**config.mk**
```make
export PLATFORM = sky130hd
export DESIGN_NAME = dump_input_file
export DESIGN_NICKNAME = d
export VERILOG_FILES = /design/src/rtl/dump_input_file.sv
export SDC_FILE = /design/constraint.sdc
export NUM_CORES = 1
export LEC_CHECK = 0
export CAP_MARGIN = 15
export CORE_ASPECT_RATIO = 1.1
export CORE_UTILIZATION = 49
export CTS_CLUSTER_SIZE = 20
export DETAILED_ROUTE_END_ITERATION = 10
export PLACE_DENSITY = 0.86
export SYNTH_ARGS = -nofsm -noshare
export SYNTH_HDL_FRONTEND = slang
export SYNTH_SLANG_ARGS = --single-unit
```
**constraint.sdc**
```tcl
create_clock -name clk -period 1.6 [get_ports clk]
set_input_delay 0.48 -clock clk [delete_from_list [all_inputs] [get_ports clk]]
set_output_delay 0.48 -clock clk [all_outputs]
set_load 0.005 [all_outputs]
```
**src/rtl/dump_input_file.sv**
```systemverilog
// Reads the 1-bit-per-pixel image memory back out and packs it LSB-first into bytes for the UART transmitter.
// Optional feature: define DUMP_CHECKSUM_EN to append an XOR checksum byte after the image bytes.
module dump_input_file #(
    parameter int NUM_BITS = 784,
    parameter int ADDR_W   = 10
) (
    input  logic              clk,
    input  logic              rst,
    input  logic              start,
    output logic [ADDR_W-1:0] addr,
    input  logic              q,
    output logic [7:0]        tx_data,
    output logic              tx_trigger,
    input  logic              tx_done,
    output logic              busy,
    output logic              done
);
    localparam int NUM_BYTES = NUM_BITS / 8;
    localparam int BYTE_W    = (NUM_BYTES > 1) ? $clog2(NUM_BYTES) : 1;

    typedef enum logic [2:0] {
        S_IDLE,
        S_FETCH,
        S_SEND,
        S_WAIT,
        S_FIN
    } state_t;

    state_t              state_q, state_d;
    logic [BYTE_W-1:0]   byte_q, byte_d;
    logic [3:0]          bit_q, bit_d;
    logic [7:0]          sh_q, sh_d;
    logic [7:0]          tx_data_q, tx_data_d;
    logic [ADDR_W-1:0]   addr_q, addr_d;
    logic [7:0]          sh_in;
    logic                last_byte;
`ifdef DUMP_CHECKSUM_EN
    logic [7:0]          csum_q, csum_d;
    logic                csum_sent_q, csum_sent_d;
`endif

    // Memory read is registered, so q on f(k+1) belongs to the address shown on fk.
    assign sh_in     = {q, sh_q[7:1]};
    assign last_byte = (byte_q == BYTE_W'(NUM_BYTES - 1));

    always_comb begin
        state_d   = state_q;
        byte_d    = byte_q;
        bit_d     = bit_q;
        sh_d      = sh_q;
        tx_data_d = tx_data_q;
        addr_d    = addr_q;
`ifdef DUMP_CHECKSUM_EN
        csum_d      = csum_q;
        csum_sent_d = csum_sent_q;
`endif
        case (state_q)
            S_IDLE: begin
                if (start) begin
                    state_d = S_FETCH;
                    byte_d  = '0;
                    bit_d   = '0;
                    sh_d    = '0;
                    addr_d  = '0;
`ifdef DUMP_CHECKSUM_EN
                    csum_d      = '0;
                    csum_sent_d = 1'b0;
`endif
                end
            end
            S_FETCH: begin
                if (bit_q != 4'd0) begin
                    sh_d = sh_in;
                end
                // Address stops at 8*byte+7; f8 only collects the final read.
                if (bit_q < 4'd7) begin
                    addr_d = addr_q + 1'b1;
                end
                if (bit_q == 4'd8) begin
                    state_d   = S_SEND;
                    bit_d     = '0;
                    tx_data_d = sh_in;
`ifdef DUMP_CHECKSUM_EN
                    csum_d    = csum_q ^ sh_in;
`endif
                end else begin
                    bit_d = bit_q + 4'd1;
                end
            end
            S_SEND: begin
                state_d = S_WAIT;
            end
            S_WAIT: begin
                if (tx_done) begin
                    if (!last_byte) begin
                        state_d = S_FETCH;
                        byte_d  = byte_q + 1'b1;
                        addr_d  = addr_q + 1'b1;
                    end else begin
`ifdef DUMP_CHECKSUM_EN
                        if (!csum_sent_q) begin
                            // Checksum byte skips FETCH; addr stays on the last image bit.
                            state_d     = S_SEND;
                            csum_sent_d = 1'b1;
                            tx_data_d   = csum_q;
                        end else begin
                            state_d = S_FIN;
                            addr_d  = '0;
                        end
`else
                        state_d = S_FIN;
                        addr_d  = '0;
`endif
                    end
                end
            end
            S_FIN: begin
                state_d = S_IDLE;
            end
            default: begin
                state_d = S_IDLE;
            end
        endcase
    end

    always_ff @(posedge clk) begin
        if (rst) begin
            state_q   <= S_IDLE;
            byte_q    <= '0;
            bit_q     <= '0;
            sh_q      <= '0;
            tx_data_q <= '0;
            addr_q    <= '0;
`ifdef DUMP_CHECKSUM_EN
            csum_q      <= '0;
            csum_sent_q <= 1'b0;
`endif
        end else begin
            state_q   <= state_d;
            byte_q    <= byte_d;
            bit_q     <= bit_d;
            sh_q      <= sh_d;
            tx_data_q <= tx_data_d;
            addr_q    <= addr_d;
`ifdef DUMP_CHECKSUM_EN
            csum_q      <= csum_d;
            csum_sent_q <= csum_sent_d;
`endif
        end
    end

    assign addr       = addr_q;
    assign tx_data    = tx_data_q;
    assign tx_trigger = (state_q == S_SEND);
    assign busy       = (state_q == S_FETCH) || (state_q == S_SEND) || (state_q == S_WAIT);
    assign done       = (state_q == S_FIN);

endmodule
```
After elaboration in Yosys (flattened, before gate mapping)
Index checks and enable logic that the tools add are counted.
Word-level totals
  register bits: 40
  logic and storage cells: 55
Operators by class
  add/sub/neg operators: 3
  $lt $le $gt $ge: 1
  eq/ne operators: 12
  multiplexer cells: 20
  reduce and logical (&&, ||, !) cells: 13
Operator list (number)
  10-bit two-way mux: 4
  10-bit case mux with 3 select lines: 1
  7-bit two-way mux: 3
  8-bit two-way mux: 2
  8-bit case mux with 2 select lines: 1
  7-bit case mux with 2 select lines: 1
  3-bit two-way mux: 4
  2-bit inequality test, second input constant: 6
  3-bit case mux with 4 select lines: 1
  10-bit by 1-bit adder with 10-bit output, second input constant: 1
  4-bit two-way mux: 2
  4-bit case mux with 2 select lines: 1
  4-bit AND reduction: 2
  7-bit by 1-bit adder with 7-bit output, second input constant: 1
  7-bit equality test, second input constant: 1
  3-bit by 2-bit equality test with 1-bit output, second input constant: 2
  3-bit AND reduction: 2
  4-bit by 1-bit adder with 4-bit output, second input constant: 1
  4-bit equality test, second input constant: 1
  4-bit by 3-bit < comparator with 1-bit output, second input constant: 1
  2-bit AND reduction: 2
  2-bit nonzero test: 2
  4-bit nonzero test: 1
  3-bit by 1-bit equality test with 1-bit output, second input constant: 1
  other kinds (4): 5

Depth between registers and ports, before layout
  word-level depth: 4
  mapped depth: 7
  depth with buffers taken out: 6

Worst setup path after synthesis
OpenSTA, ideal clock, no wires.
  path kind: register to register
  from: register bit_q[0]
  to: register sh_q[7]
  data arrival time: 1.443 ns
  data required time: 1.472 ns
  slack: 0.029 ns
  cell stages (with the launch flop): 7
  buffers on the path: 0
  period minus slack after synthesis: 1.571 ns
  cell sequence: dfxtp_1 > inv_1 > ha_1 > nor4bb_1 > nor4_4 > mux2i_1 > nor2_1
Between the ends
  cells in the longest elaborated chain, start to end: 3
Ends and longest elaborated chain
  start: declaration: line 31  | logic [3:0] bit_q, bit_d;
  start signal: assignment: line 141  | bit_q <= bit_d;
  4-bit nonzero test: line 72  | if (bit_q != 4'd0) begin
  2-bit inequality test (no source line)
  3-bit AND reduction (no source line)
  end signal: assignment: line 131  | sh_q <= '0;
  end signal: assignment: line 142  | sh_q <= sh_d;
  end: declaration: line 32  | logic [7:0] sh_q, sh_d;
Every way passes these cells.
A chain may end at the register's enable or synchronous reset.

Worst setup path in the final report
  from: register state_q[0]
  to: register addr_q[3] (netlist: addr[3])
Between the ends
  cells in the longest elaborated chain, start to end: 3
  elaborated cells on any way between the ends: 9
  classes of those cells: 5 x eq/ne; 1 x mux; 3 x reduce/logical
Ends and longest elaborated chain
  start: declaration: line 29  | state_t state_q, state_d;
  start signal: assignment: line 139  | state_q <= state_d;
  3-bit by 1-bit equality test with 1-bit output, or another cell as far along: line 57  | case (state_q)
  2-bit inequality test (no source line) / 3-bit nonzero test (equally long branches)
  4-bit AND reduction (no source line)
  end signal: assignment: line 144  | addr_q <= addr_d;
  end: declaration: line 34  | logic [ADDR_W-1:0] addr_q, addr_d;
Several ways; a longest one is shown, not always the timed one.

==> results.toml <==
[drt]
drtIter0Drc = 134
routedWlPerCell_um = 16.6
wirelength_mm = 5.61
drc = 0
vias = 1955
drtPass1Iterations = 4
viasPerCell = 5.78
final_antenna_net_count = 0

[logic_synthesis]
synthTopCellsByCount = "dfxtp_1, nor2_1, mux2i_1"
syn-num-nets = 228
syn_area_sq_um = 1990
synth_warnings = 0
post_synth_fa_ha_maj_area_fraction = 0.0314
yosys.area.top_type = "dfxtp_1"
netlist_top_cells_area = "dfxtp_1, mux2i_1, nor2_1, and2_1, ha_1"
synth_cell_type_count = 49
ys_seq_elements = 39
synthCells = 218
synth_top_family_by_area = "simple AND/OR/NAND/NOR gates"
synth_edf_count = 0
synth_ff_type = "dfxtp_1"
synth-xor-area-share = 0.00440
synth.most_common_cell = "dfxtp_1"
synthMuxAreaShare = 0.101
synth_compound_area_frac = 0.158
syn_area_per_cell_sq_um = 9.14
synthArstFlopShare = 0
yosysTopAreaCellShare = 0.392
synth-simple-area-share = 0.274
seq_area_frac_synth = 0.392

[floorplan]
die-area_sq_um = 4320
core_sq_um = 3770
dieHeight_um = 68.9
start_util = 0.528
core.rowCount = 23
die_w_um = 62.8
io_pins = 26

[critical_path]
worstPathRequired_ns = 1.84
critPathCaptureType = "register"
ff2ff_path_depth = 7
worstPathMaxFanout = 7
startpoint_type = "register"
worstPathArrival_ns = 1.91
crit_type = "register to register"

[cts]
cts_made_buffers = 5
clk_pin_slew_ns = 0.08
clock_latency_ns = 0.30
cts_tree = "yes"
ctsHoldBuffers = 0
cts-root-buf = "clkbuf_8"
clock_tree.htree_level_count = 2
clock-sinks = 39
ctsLongestPathBuffers = 2

[grt]
grt_pass1_wl_mm = 8.28
grt_usage = 0.256
grt-ovfl-total = 0
grt_max_degree = 32
antenna_found_initial = 0
grt_pass1_vias = 1781

[cells_and_area]
final_cell_area_sq_um = 2950
area_growth_pct = 48.0
multi_input_area_sq_um = 1270
n_fill_cell = 231
drive_above_1_share = 0.375
num_antenna_cells = 0
ff_latch_area_sq_um = 816
nNetsFinal = 297
utilization = 0.782

[timing]
setup_violations = 17
slew_violations = 0
skew_ns = 0.00598
max_slew.worst_pin.slew_ns = 0.373
period_minus_slack_ns = 1.67
hold_violations = 0
max-slew-margin-rel = 0.748
finalCritPeriodShare = 1.04
rsz0062_at_grt = "true"
fmax_ghz = 0.598
whs_ns = 0.443
setup_ws_ns = -0.0719

[power_and_ir_drop]
p_per_area_nw_per_um2 = 892
worst_ir_drop_vdd_uv = 745
leakagePower_nw = 1.34
p_total_mw = 2.63

[status]
outcome = "finished, violations left"
violations = "negative setup slack"

[placed_design]
dpl_worst_slack_ns = -0.469
place_hpwl_mm = 3.02
place_congestion = 0.846
postPlaceCellArea_sq_um = 2500
io_buffers = 25

[worst_hold_path]
hp-class = "register to register"
worstHoldPathCells = 1

[flow_run]
cap_violations = 0
## timing repair
item,4_1_cts,5_1_grt
gates cloned,1,0
gates resized for setup,57,46
setup buffers,13,4
setup endpoints to repair,55,46
pin swaps,15,17
## critical path: stages (launching register included)
cell      delay, ns
dfxtp_4        0.35
buf_6          0.12
buf_6          0.12
and4b_2        0.27
a211oi_4       0.30
buf_6          0.18
a22o_1         0.14
a32o_1         0.13
## registers in the layout, summed over array words and instances (netlist names)
signal   cells
addr        10
tx_data      8
byte_q       7
sh_q         7
bit_q        4
state_q      3
## layout make-up
class	count	area share
multi-input combinational	160	0.430
clock buffer	6	0.0246
sequential	39	0.277
inverter	9	0.0115
timing repair buffer	72	0.215
tap	50	0.0212
clock inverter	2	0.0204
## cells in the final DEF, fill, tap and decap left out, drive strengths merged, types with 2 or more instances in the layout
cell type / netlist / routed
or3: 8 / 8
a31oi: 2 / 2
nand2: 10 / 10
dlygate4sd2: 0 / 15
nand3b: 3 / 3
nand3: 7 / 7
a21o: 3 / 3
or3b: 2 / 2
nor4b: 3 / 3
dlymetal6s2s: 0 / 6
dfxtp: 39 / 39
nand2b: 3 / 3
ha: 5 / 5
a311oi: 2 / 2
inv: 9 / 9
a22o: 3 / 3
nor2: 26 / 26
and2: 12 / 12
nand4: 2 / 2
buf: 5 / 49
bufinv: 0 / 2
a21oi: 13 / 13
a22oi: 2 / 2
clkbuf: 5 / 7
o21ai: 6 / 6
o2111ai: 4 / 4
nor3b: 2 / 2
o31ai: 3 / 3
nor3: 3 / 3
mux2i: 20 / 20
## cells by family after synthesis
kind of cell | count (synthesis)
simple gates | 91
compound gates | 43
flops | 39
mux | 20
buf+inv | 19
fa+ha+maj | 5
xor+xnor | 1
## final timing paths
path | startpoint | endpoint | slack, ns
worst max-delay path | state_q[0] | addr[3] | -0.07
worst min-delay path | addr[9] | addr[9] | 0.44
worst max register to register | state_q[0] | addr[3] | -0.07
worst min register to register | addr[9] | addr[9] | 0.44
## power breakdown
group          leakage, nW  switching, mW  total, mW  internal, mW
clock network       0.0654          0.356      0.979         0.623
logic                0.954          0.309      0.630         0.320
registers            0.325         0.0276       1.02         0.993
## layer usage
layer | track usage | up-vias | wire length (um)
li1 | - | 928 | -
met1 | 0.280 | 935 | 2290
met2 | 0.462 | 73 | 2890
met3 | 0.0691 | 19 | 247
met4 | 0.134 | 0 | 174
met5 | 0 | - | 0
## per-stage QoR
step	TNS (ns)	cells
after floorplan	0	218
after global routing	-2.30	338
after detailed placement	-10.27	313
after CTS	-0.341	335
after global placement	-9.66	313
final	-0.567	338
No activity file was read; power rests on OpenSTA's default activity.
